**src/rtl/pipeline_hazard_ctrl_pkg.sv**
```systemverilog
// Shared pipeline definitions for the hazard controller: LM/SM opcodes,
// FSM state encoding, field widths and an opcode decode helper.
package pipeline_hazard_ctrl_pkg;

  localparam int unsigned IR_W   = 16;
  localparam int unsigned OP_W   = 4;
  localparam int unsigned REG_W  = 3;
  localparam int unsigned MASK_W = 8;
  localparam int unsigned OFF_W  = 3;

  localparam logic [OP_W-1:0] OP_LM = 4'b0110;
  localparam logic [OP_W-1:0] OP_SM = 4'b0111;

  typedef enum logic {
    ST_IDLE  = 1'b0,
    ST_MULTI = 1'b1
  } state_e;

  // True for the two multiple-transfer opcodes.
  function automatic logic is_multi_op(input logic [OP_W-1:0] op);
    return (op == OP_LM) || (op == OP_SM);
  endfunction

endpackage

```
**src/rtl/pipeline_hazard_ctrl_if.sv**
```systemverilog
// Bundle between the pipeline datapath and the hazard controller.
//   master : pipeline side, drives decode/execute status, receives controls
//   slave  : hazard controller side
interface pipeline_hazard_ctrl_if;
  import pipeline_hazard_ctrl_pkg::*;

  // decode / execute status
  logic [IR_W-1:0]  id_ir;
  logic             id_valid;
  logic [REG_W-1:0] id_rA1;
  logic [REG_W-1:0] id_rA2;
  logic             id_use1;
  logic             id_use2;
  logic             ex_mem_read;
  logic [REG_W-1:0] ex_dest;
  logic             br_taken;

  // pipeline controls and micro-op sequence
  logic             stall_pc;
  logic             stall_if_id;
  logic             flush_if_id;
  logic             flush_id_rr;
  logic             bubble_rr_ex;
  logic             ms_active;
  logic [REG_W-1:0] ms_reg;
  logic [OFF_W-1:0] ms_offset;
  logic             ms_first;
  logic             ms_last;

  modport master (
    output id_ir, id_valid, id_rA1, id_rA2, id_use1, id_use2,
           ex_mem_read, ex_dest, br_taken,
    input  stall_pc, stall_if_id, flush_if_id, flush_id_rr, bubble_rr_ex,
           ms_active, ms_reg, ms_offset, ms_first, ms_last
  );

  modport slave (
    input  id_ir, id_valid, id_rA1, id_rA2, id_use1, id_use2,
           ex_mem_read, ex_dest, br_taken,
    output stall_pc, stall_if_id, flush_if_id, flush_id_rr, bubble_rr_ex,
           ms_active, ms_reg, ms_offset, ms_first, ms_last
  );

endinterface

```
**src/rtl/pipeline_hazard_ctrl_lsb_encode8.sv**
```systemverilog
// Lowest-set-bit priority encoder.
//   in_vec    : 8-bit vector
//   idx_c     : index of the lowest set bit (0 when in_vec is zero)
//   one_hot_c : in_vec has exactly one bit set
module lsb_encode8
  import pipeline_hazard_ctrl_pkg::*;
(
  input  logic [MASK_W-1:0] in_vec,
  output logic [REG_W-1:0]  idx_c,
  output logic              one_hot_c
);

  // Scan high to low so the lowest set bit wins.
  always_comb begin
    idx_c = '0;
    for (int i = MASK_W - 1; i >= 0; i--) begin
      if (in_vec[i]) idx_c = REG_W'(i);
    end
  end

  // Clearing the lowest set bit leaves zero only for a single-bit vector.
  assign one_hot_c = (in_vec != '0) && ((in_vec & (in_vec - MASK_W'(1))) == '0);

endmodule

```
**src/rtl/pipeline_hazard_ctrl.sv**
```systemverilog
// Pipeline hazard controller: load-use stall, taken-branch flush and
// LM/SM micro-op sequencing (one register transfer per cycle).
//   clk   : rising-edge clock
//   reset : synchronous, active-low
//   hz    : slave side of pipeline_hazard_ctrl_if; all controls are
//           combinational from current state and decode/execute status
module pipeline_hazard_ctrl
  import pipeline_hazard_ctrl_pkg::*;
(
  input  logic                  clk,
  input  logic                  reset,
  pipeline_hazard_ctrl_if.slave hz
);

  state_e            state_q, state_d;
  logic [MASK_W-1:0] mask_q,  mask_d;
  logic [OFF_W-1:0]  offset_q, offset_d;

  logic [REG_W-1:0]  lsb_idx;
  logic              lsb_one_hot;
  logic              load_use;
  logic              ms_entry;

  logic              stall_pc, stall_if_id, flush_if_id, flush_id_rr;
  logic              bubble_rr_ex, ms_active, ms_first, ms_last;
  logic [REG_W-1:0]  ms_reg;
  logic [OFF_W-1:0]  ms_offset;

  lsb_encode8 u_lsb (
    .in_vec    (mask_q),
    .idx_c     (lsb_idx),
    .one_hot_c (lsb_one_hot)
  );

  // Decode-stage source matches an in-flight load's destination.
  assign load_use = hz.id_valid && hz.ex_mem_read &&
                    ((hz.id_use1 && (hz.id_rA1 == hz.ex_dest)) ||
                     (hz.id_use2 && (hz.id_rA2 == hz.ex_dest)));

  // LM/SM with an empty list never enters the sequencer.
  assign ms_entry = hz.id_valid && is_multi_op(hz.id_ir[15:12]) &&
                    (hz.id_ir[7:0] != '0);

  // State, mask and offset registers.
  always_ff @(posedge clk) begin
    if (!reset) begin
      state_q  <= ST_IDLE;
      mask_q   <= '0;
      offset_q <= '0;
    end else begin
      state_q  <= state_d;
      mask_q   <= mask_d;
      offset_q <= offset_d;
    end
  end

  // Next state and controls; a taken branch outranks everything.
  always_comb begin
    state_d      = state_q;
    mask_d       = mask_q;
    offset_d     = offset_q;
    stall_pc     = 1'b0;
    stall_if_id  = 1'b0;
    flush_if_id  = 1'b0;
    flush_id_rr  = 1'b0;
    bubble_rr_ex = 1'b0;
    ms_active    = 1'b0;
    ms_reg       = '0;
    ms_offset    = '0;
    ms_first     = 1'b0;
    ms_last      = 1'b0;

    case (state_q)
      ST_IDLE: begin
        if (hz.br_taken) begin
          flush_if_id = 1'b1;
          flush_id_rr = 1'b1;
        end else if (load_use) begin
          stall_pc     = 1'b1;
          stall_if_id  = 1'b1;
          bubble_rr_ex = 1'b1;
        end else if (ms_entry) begin
          stall_pc     = 1'b1;
          stall_if_id  = 1'b1;
          bubble_rr_ex = 1'b1;
          mask_d       = hz.id_ir[7:0];
          offset_d     = '0;
          state_d      = ST_MULTI;
        end
      end

      ST_MULTI: begin
        if (hz.br_taken) begin
          // An older branch kills the whole sequence.
          flush_if_id = 1'b1;
          flush_id_rr = 1'b1;
          state_d     = ST_IDLE;
          mask_d      = '0;
          offset_d    = '0;
        end else begin
          ms_active   = 1'b1;
          ms_reg      = lsb_idx;
          ms_offset   = offset_q;
          ms_first    = (offset_q == '0);
          ms_last     = lsb_one_hot;
          // Release decode on the last issue so the next instruction moves up.
          stall_pc    = !lsb_one_hot;
          stall_if_id = !lsb_one_hot;
          if (lsb_one_hot) begin
            state_d  = ST_IDLE;
            mask_d   = '0;
            offset_d = '0;
          end else begin
            mask_d   = mask_q & ~(MASK_W'(1) << lsb_idx);
            offset_d = offset_q + OFF_W'(1);
          end
        end
      end

      default: begin
        state_d  = ST_IDLE;
        mask_d   = '0;
        offset_d = '0;
      end
    endcase
  end

  assign hz.stall_pc     = stall_pc;
  assign hz.stall_if_id  = stall_if_id;
  assign hz.flush_if_id  = flush_if_id;
  assign hz.flush_id_rr  = flush_id_rr;
  assign hz.bubble_rr_ex = bubble_rr_ex;
  assign hz.ms_active    = ms_active;
  assign hz.ms_reg       = ms_reg;
  assign hz.ms_offset    = ms_offset;
  assign hz.ms_first     = ms_first;
  assign hz.ms_last      = ms_last;

endmodule

```
**src/flat_wrapper.sv**
```systemverilog
// flat-port wrapper written by rule: the top's interface ports become plain ports
module pipeline_hazard_ctrl_flat import pipeline_hazard_ctrl_pkg::*;
  (clk, reset, hz_id_ir, hz_id_valid, hz_id_rA1, hz_id_rA2, hz_id_use1, hz_id_use2, hz_ex_mem_read, hz_ex_dest, hz_br_taken, hz_stall_pc, hz_stall_if_id, hz_flush_if_id, hz_flush_id_rr, hz_bubble_rr_ex, hz_ms_active, hz_ms_reg, hz_ms_offset, hz_ms_first, hz_ms_last);
  pipeline_hazard_ctrl_if hz_i ();
  input  logic clk;
  input  logic reset;
  input wire logic [$bits(hz_i.id_ir)-1:0] hz_id_ir;
  input wire logic [$bits(hz_i.id_valid)-1:0] hz_id_valid;
  input wire logic [$bits(hz_i.id_rA1)-1:0] hz_id_rA1;
  input wire logic [$bits(hz_i.id_rA2)-1:0] hz_id_rA2;
  input wire logic [$bits(hz_i.id_use1)-1:0] hz_id_use1;
  input wire logic [$bits(hz_i.id_use2)-1:0] hz_id_use2;
  input wire logic [$bits(hz_i.ex_mem_read)-1:0] hz_ex_mem_read;
  input wire logic [$bits(hz_i.ex_dest)-1:0] hz_ex_dest;
  input wire logic [$bits(hz_i.br_taken)-1:0] hz_br_taken;
  output wire logic [$bits(hz_i.stall_pc)-1:0] hz_stall_pc;
  output wire logic [$bits(hz_i.stall_if_id)-1:0] hz_stall_if_id;
  output wire logic [$bits(hz_i.flush_if_id)-1:0] hz_flush_if_id;
  output wire logic [$bits(hz_i.flush_id_rr)-1:0] hz_flush_id_rr;
  output wire logic [$bits(hz_i.bubble_rr_ex)-1:0] hz_bubble_rr_ex;
  output wire logic [$bits(hz_i.ms_active)-1:0] hz_ms_active;
  output wire logic [$bits(hz_i.ms_reg)-1:0] hz_ms_reg;
  output wire logic [$bits(hz_i.ms_offset)-1:0] hz_ms_offset;
  output wire logic [$bits(hz_i.ms_first)-1:0] hz_ms_first;
  output wire logic [$bits(hz_i.ms_last)-1:0] hz_ms_last;
  assign hz_i.id_ir = hz_id_ir;
  assign hz_i.id_valid = hz_id_valid;
  assign hz_i.id_rA1 = hz_id_rA1;
  assign hz_i.id_rA2 = hz_id_rA2;
  assign hz_i.id_use1 = hz_id_use1;
  assign hz_i.id_use2 = hz_id_use2;
  assign hz_i.ex_mem_read = hz_ex_mem_read;
  assign hz_i.ex_dest = hz_ex_dest;
  assign hz_i.br_taken = hz_br_taken;
  assign hz_stall_pc = hz_i.stall_pc;
  assign hz_stall_if_id = hz_i.stall_if_id;
  assign hz_flush_if_id = hz_i.flush_if_id;
  assign hz_flush_id_rr = hz_i.flush_id_rr;
  assign hz_bubble_rr_ex = hz_i.bubble_rr_ex;
  assign hz_ms_active = hz_i.ms_active;
  assign hz_ms_reg = hz_i.ms_reg;
  assign hz_ms_offset = hz_i.ms_offset;
  assign hz_ms_first = hz_i.ms_first;
  assign hz_ms_last = hz_i.ms_last;
  pipeline_hazard_ctrl u_core (.clk(clk), .reset(reset), .hz(hz_i));
endmodule
```
**config.mk**
```make
export PLATFORM = sky130hd
export DESIGN_NAME = pipeline_hazard_ctrl_flat
export DESIGN_NICKNAME = d
export VERILOG_FILES = /design/src/rtl/pipeline_hazard_ctrl_pkg.sv /design/src/rtl/pipeline_hazard_ctrl_if.sv /design/src/rtl/pipeline_hazard_ctrl_lsb_encode8.sv /design/src/rtl/pipeline_hazard_ctrl.sv /design/src/flat_wrapper.sv
export SDC_FILE = /design/constraint.sdc
export NUM_CORES = 1
export LEC_CHECK = 0
export BUFFER_PORTS_ARGS = -buffer_cell sky130_fd_sc_hd__buf_2
export CAP_MARGIN = 10
export CELL_PAD_IN_SITES_DETAIL_PLACEMENT = 1
export CELL_PAD_IN_SITES_GLOBAL_PLACEMENT = 1
export CORE_MARGIN = 8
export CORE_UTILIZATION = 29
export CTS_CLUSTER_DIAMETER = 60
export DETAILED_ROUTE_END_ITERATION = 10
export PLACE_DENSITY_LB_ADDON = 0.12
export SLEW_MARGIN = 40
export SYNTH_ARGS = -nofsm -noshare
export SYNTH_HDL_FRONTEND = slang
export SYNTH_SLANG_ARGS = --single-unit
```
**constraint.sdc**
```tcl
create_clock -name clk -period 2.03 [get_ports clk]
set_clock_uncertainty 0.1 [all_clocks]
set_input_delay 0.1015 -clock clk [delete_from_list [all_inputs] [get_ports clk]]
set_output_delay 0.1015 -clock clk [all_outputs]
set_load 0.01 [all_outputs]
```
==> impl_metrics.csv <==
group,metric,value,unit
timing,fin_ws,-0.241,ns
global_route,grt_pass1_vias,1267,
yosys,synth_area_leader_cell,"dfxtp_1",
yosys,dominantRegCellSynth,"dfxtp_1",
power,combPwrFrac,24.2,%
run,max_cap_viol_count,0,
final_layout,finalInstanceArea,1480,um^2
power,largest_voltage_drop_on_the_vdd_net,0.190,mV
cts,cts.sink_count,12,
final_layout,layout.area.seq,245,um^2
power,totalPowerFinal,519,uW
detailed_routing,final_antenna_net_count,0,
timing,rsz0062_at_grt,"true",
yosys,synthesis.yosys.warnings,0,
global_route,number_of_antenna_violations_at_the_first_check_in_global_routing,0,
cts,clk_root_buffer_cell,"clkbuf_4",
power,p_sw_share,28.9,%
timing,maxSlewHeadroom,64.4,%
worst_setup_path,worst_ep_required_time,1.83,ns
power,share_clk_of_total_power,29.2,%
cts,cts-htree-levels,1,
floorplanning,core-area,3390,um^2
detailed_routing,drc_errors,0,
yosys,synth-seq-area-share,23.1,%
worst_setup_path,crit_path_start_kind,"register",
worst_setup_path,cp-end-kind,"output pin",
floorplanning,dieHeight,75.8,um
final_layout,multi_input_comb_area,790,um^2
yosys,yosys-top-cells-area,"dfxtp_1 (23%), nor2_1 (6.1%), xnor2_1 (5.1%)",
global_route,grt_pass1_wl,5780,um
yosys,netlist.area_leader.share,23.1,%
worst_setup_path,cp_max_fo,3,
global_route,grt_use_total,13.2,%
worst_setup_path,worst_ep_arrival_time,2.07,ns
cts,cts_tree,"done",
final_layout,area_growth,42.0,%
timing,max_freq,440,MHz
detailed_routing,drt_iter0_drc,27,
yosys,synth_enable_flop_cells,0,
cts,clock_tree.buffer_depth,2,
power,internal_power,369,uW
final_layout,antenna_cells,0,
cts,insertion_delay_of_the_later_clocked_pin_in_the_worst_skew_pair,0.27,ns
floorplanning,io_pins,46,
yosys,mappedNetlistArea,1040,um^2
placement,dp_cells,224,
power,static-leakage-power,0.691,nW
placement,post-dp-hpwl,2980,um
final_layout,layout.nets,221,
power,total_switching_power,150,uW
cts,clk_transition_reported_paths,0.08,ns
detailed_routing,vias_per_cell,5.09,
outcome,outcome,"finished, violations left",
placement,gp_routability_congestion,0.817,
detailed_routing,routedWlPerCell,15.5,um
timing,hold_viol_final,0,
final_layout,layout-drive-gt1-share,43.8,%
yosys,syn_area_per_cell,7.75,um^2
global_route,grt_start_max_net_pins,12,
power,share_seq_of_total_power,46.7,%
timing,timing_worst_slew_pin_value,0.532,ns
floorplanning,std_cell_rows,21,
worst_setup_path,setup.reg_to_reg.worst_slack,-0.07,ns
power,power_density,352,nW/um^2
yosys,synth_async_sr_flop_share,0,%
floorplanning,fp.dieArea,5750,um^2
timing,finalCriticalPeriod,2.27,ns
final_layout,layout.core_utilization,43.5,%
timing,fin_worst_hold_slack,0.0367,ns
detailed_routing,wl,3590,um
floorplanning,floorplan.initialDensity,30.6,%
timing,share_of_the_clock_period_used_by_the_worst_path,112,%
timing,timing_max_transition_violations_final,0,
yosys,ys_ff_latch,12,
detailed_routing,vias,1175,
yosys,synth.net_count,168,
yosys,syn_inst,134,
placement,dpl-instance-area,1350,um^2
final_layout,fillCellCount,428,
cts,cts_buffers,3,
timing,finalSetupViolations,11,
floorplanning,dieWidth,75.8,um
yosys,ys_types,47,
worst_hold_path,min_path_type,"in2reg",
placement,io_buffer_count,40,
detailed_routing,drt_first_pass_iters,4,
outcome,violated_checks,"setup timing",
final_layout,finalNonFillerCells,231,
worst_setup_path,crit_type,"reg2out",
global_route,globalRoute.totalOverflow,0,
-- cells in the mapped netlist, types with 4 or more instances --
| library cell | number |
|---|---|
| nor2_1 | 17 |
| nand2_1 | 13 |
| dfxtp_1 | 12 |
| xnor2_1 | 6 |
| a21oi_1 | 5 |
| clkbuf_1 | 5 |
| mux2i_1 | 5 |
| nor3_1 | 5 |
| nor4_1 | 5 |
| a31o_1 | 4 |
| inv_1 | 4 |
| nand2b_1 | 4 |
| nand4_1 | 4 |
-- stage by stage --
stage	worst slack (ns)	TNS (ns)
floorplan	0.000629	0
global placement	-0.0416	-0.0990
detailed placement	-0.0854	-0.266
CTS	-0.291	-1.69
global route	-0.331	-1.94
finish	-0.241	-0.883
-- cells in the final DEF (no fill, tap or decap), drive strengths merged, types with 5 or more instances in the layout --
| cell | n |
|---|---|
| a21oi | 5 |
| buf | 57 |
| dfxtp | 12 |
| inv | 6 |
| mux2i | 5 |
| nand2 | 14 |
| nor2 | 18 |
| nor3 | 5 |
| nor4 | 5 |
| xnor2 | 6 |
-- cells by family after synthesis --
| group | after synthesis | synth area share (%) |
|---|---|---|
| and+or+nand+nor | 65 | 34.5 |
| AOI/OAI and AO/OA | 26 | 20.5 |
| buffers and inverters | 16 | 7.71 |
| DFF | 12 | 23.1 |
| xor gates and xnor gates | 7 | 5.90 |
| muxes | 6 | 5.90 |
| adders and majority gates | 2 | 2.41 |
-- worst max-delay path, stage by stage, from the launching register on --
cell	delay (ns)
dfxtp_2	0.33
or4_4	0.59
nor4b_4	0.31
inv_1	0.08
a21boi_2	0.19
and2_1	0.16
buf_2	0.13
-- registers in the layout, indices dropped and copies added (netlist names) --
| signal | count |
|---|---|
| u_core.mask_q | 8 |
| u_core.offset_q | 3 |
| u_core.state_q | 1 |
-- power by group through the flow --
stage / Clock (mW) / Combinational [mW] / Sequential [mW]
after floorplan: 0 / 0.0634 / 0.245
after global placement: 0 / 0.109 / 0.247
after detailed placement: 0 / 0.114 / 0.247
after CTS: 0.159 / 0.123 / 0.242
after global routing: 0.169 / 0.137 / 0.242
final: 0.151 / 0.125 / 0.242
-- cell type report --
class | count | area share, %
repair buffers | 58 | 22.9
flip-flops and latches | 12 | 16.6
multi-input cells | 106 | 53.5
well taps | 46 | 3.90
clock buffers | 3 | 1.53
inverters | 6 | 1.53
-- final timing paths --
| kind | startpoint | to | cells past startpoint |
|---|---|---|---|
| max | u_core.mask_q[1]$_SDFFE_PN0P_ | hz_ms_last | 6 |
| min | hz_id_ir[0] | u_core.mask_q[0]$_SDFFE_PN0P_ | 3 |
| max reg2reg | u_core.mask_q[1]$_SDFFE_PN0P_ | u_core.offset_q[0]$_SDFFE_PN0P_ | 6 |
| min reg2reg | u_core.offset_q[1]$_SDFFE_PN0P_ | u_core.offset_q[1]$_SDFFE_PN0P_ | 1 |
-- routing by layer --
| metal | global-route usage [%] | up-vias | part of all wire, % |
|---|---|---|---|
| met5 | 0 | - | 0 |
| met1 | 14.5 | 572 | 44 |
| met2 | 24.0 | 21 | 52 |
| li1 | - | 580 | - |
| met4 | 5.12 | 0 | 0.92 |
| met3 | 2.89 | 2 | 3.6 |
-- timing repair --
action | in CTS | in global routing
setup endpoints to repair | 7 | 17
buffers inserted | 2 | 2
hold buffers | 1 | 0
hold endpoints to repair | 1 | 0
resized for setup | 6 | 8
pin swaps | 7 | 12
No activity file was read; power rests on OpenSTA's default activity.
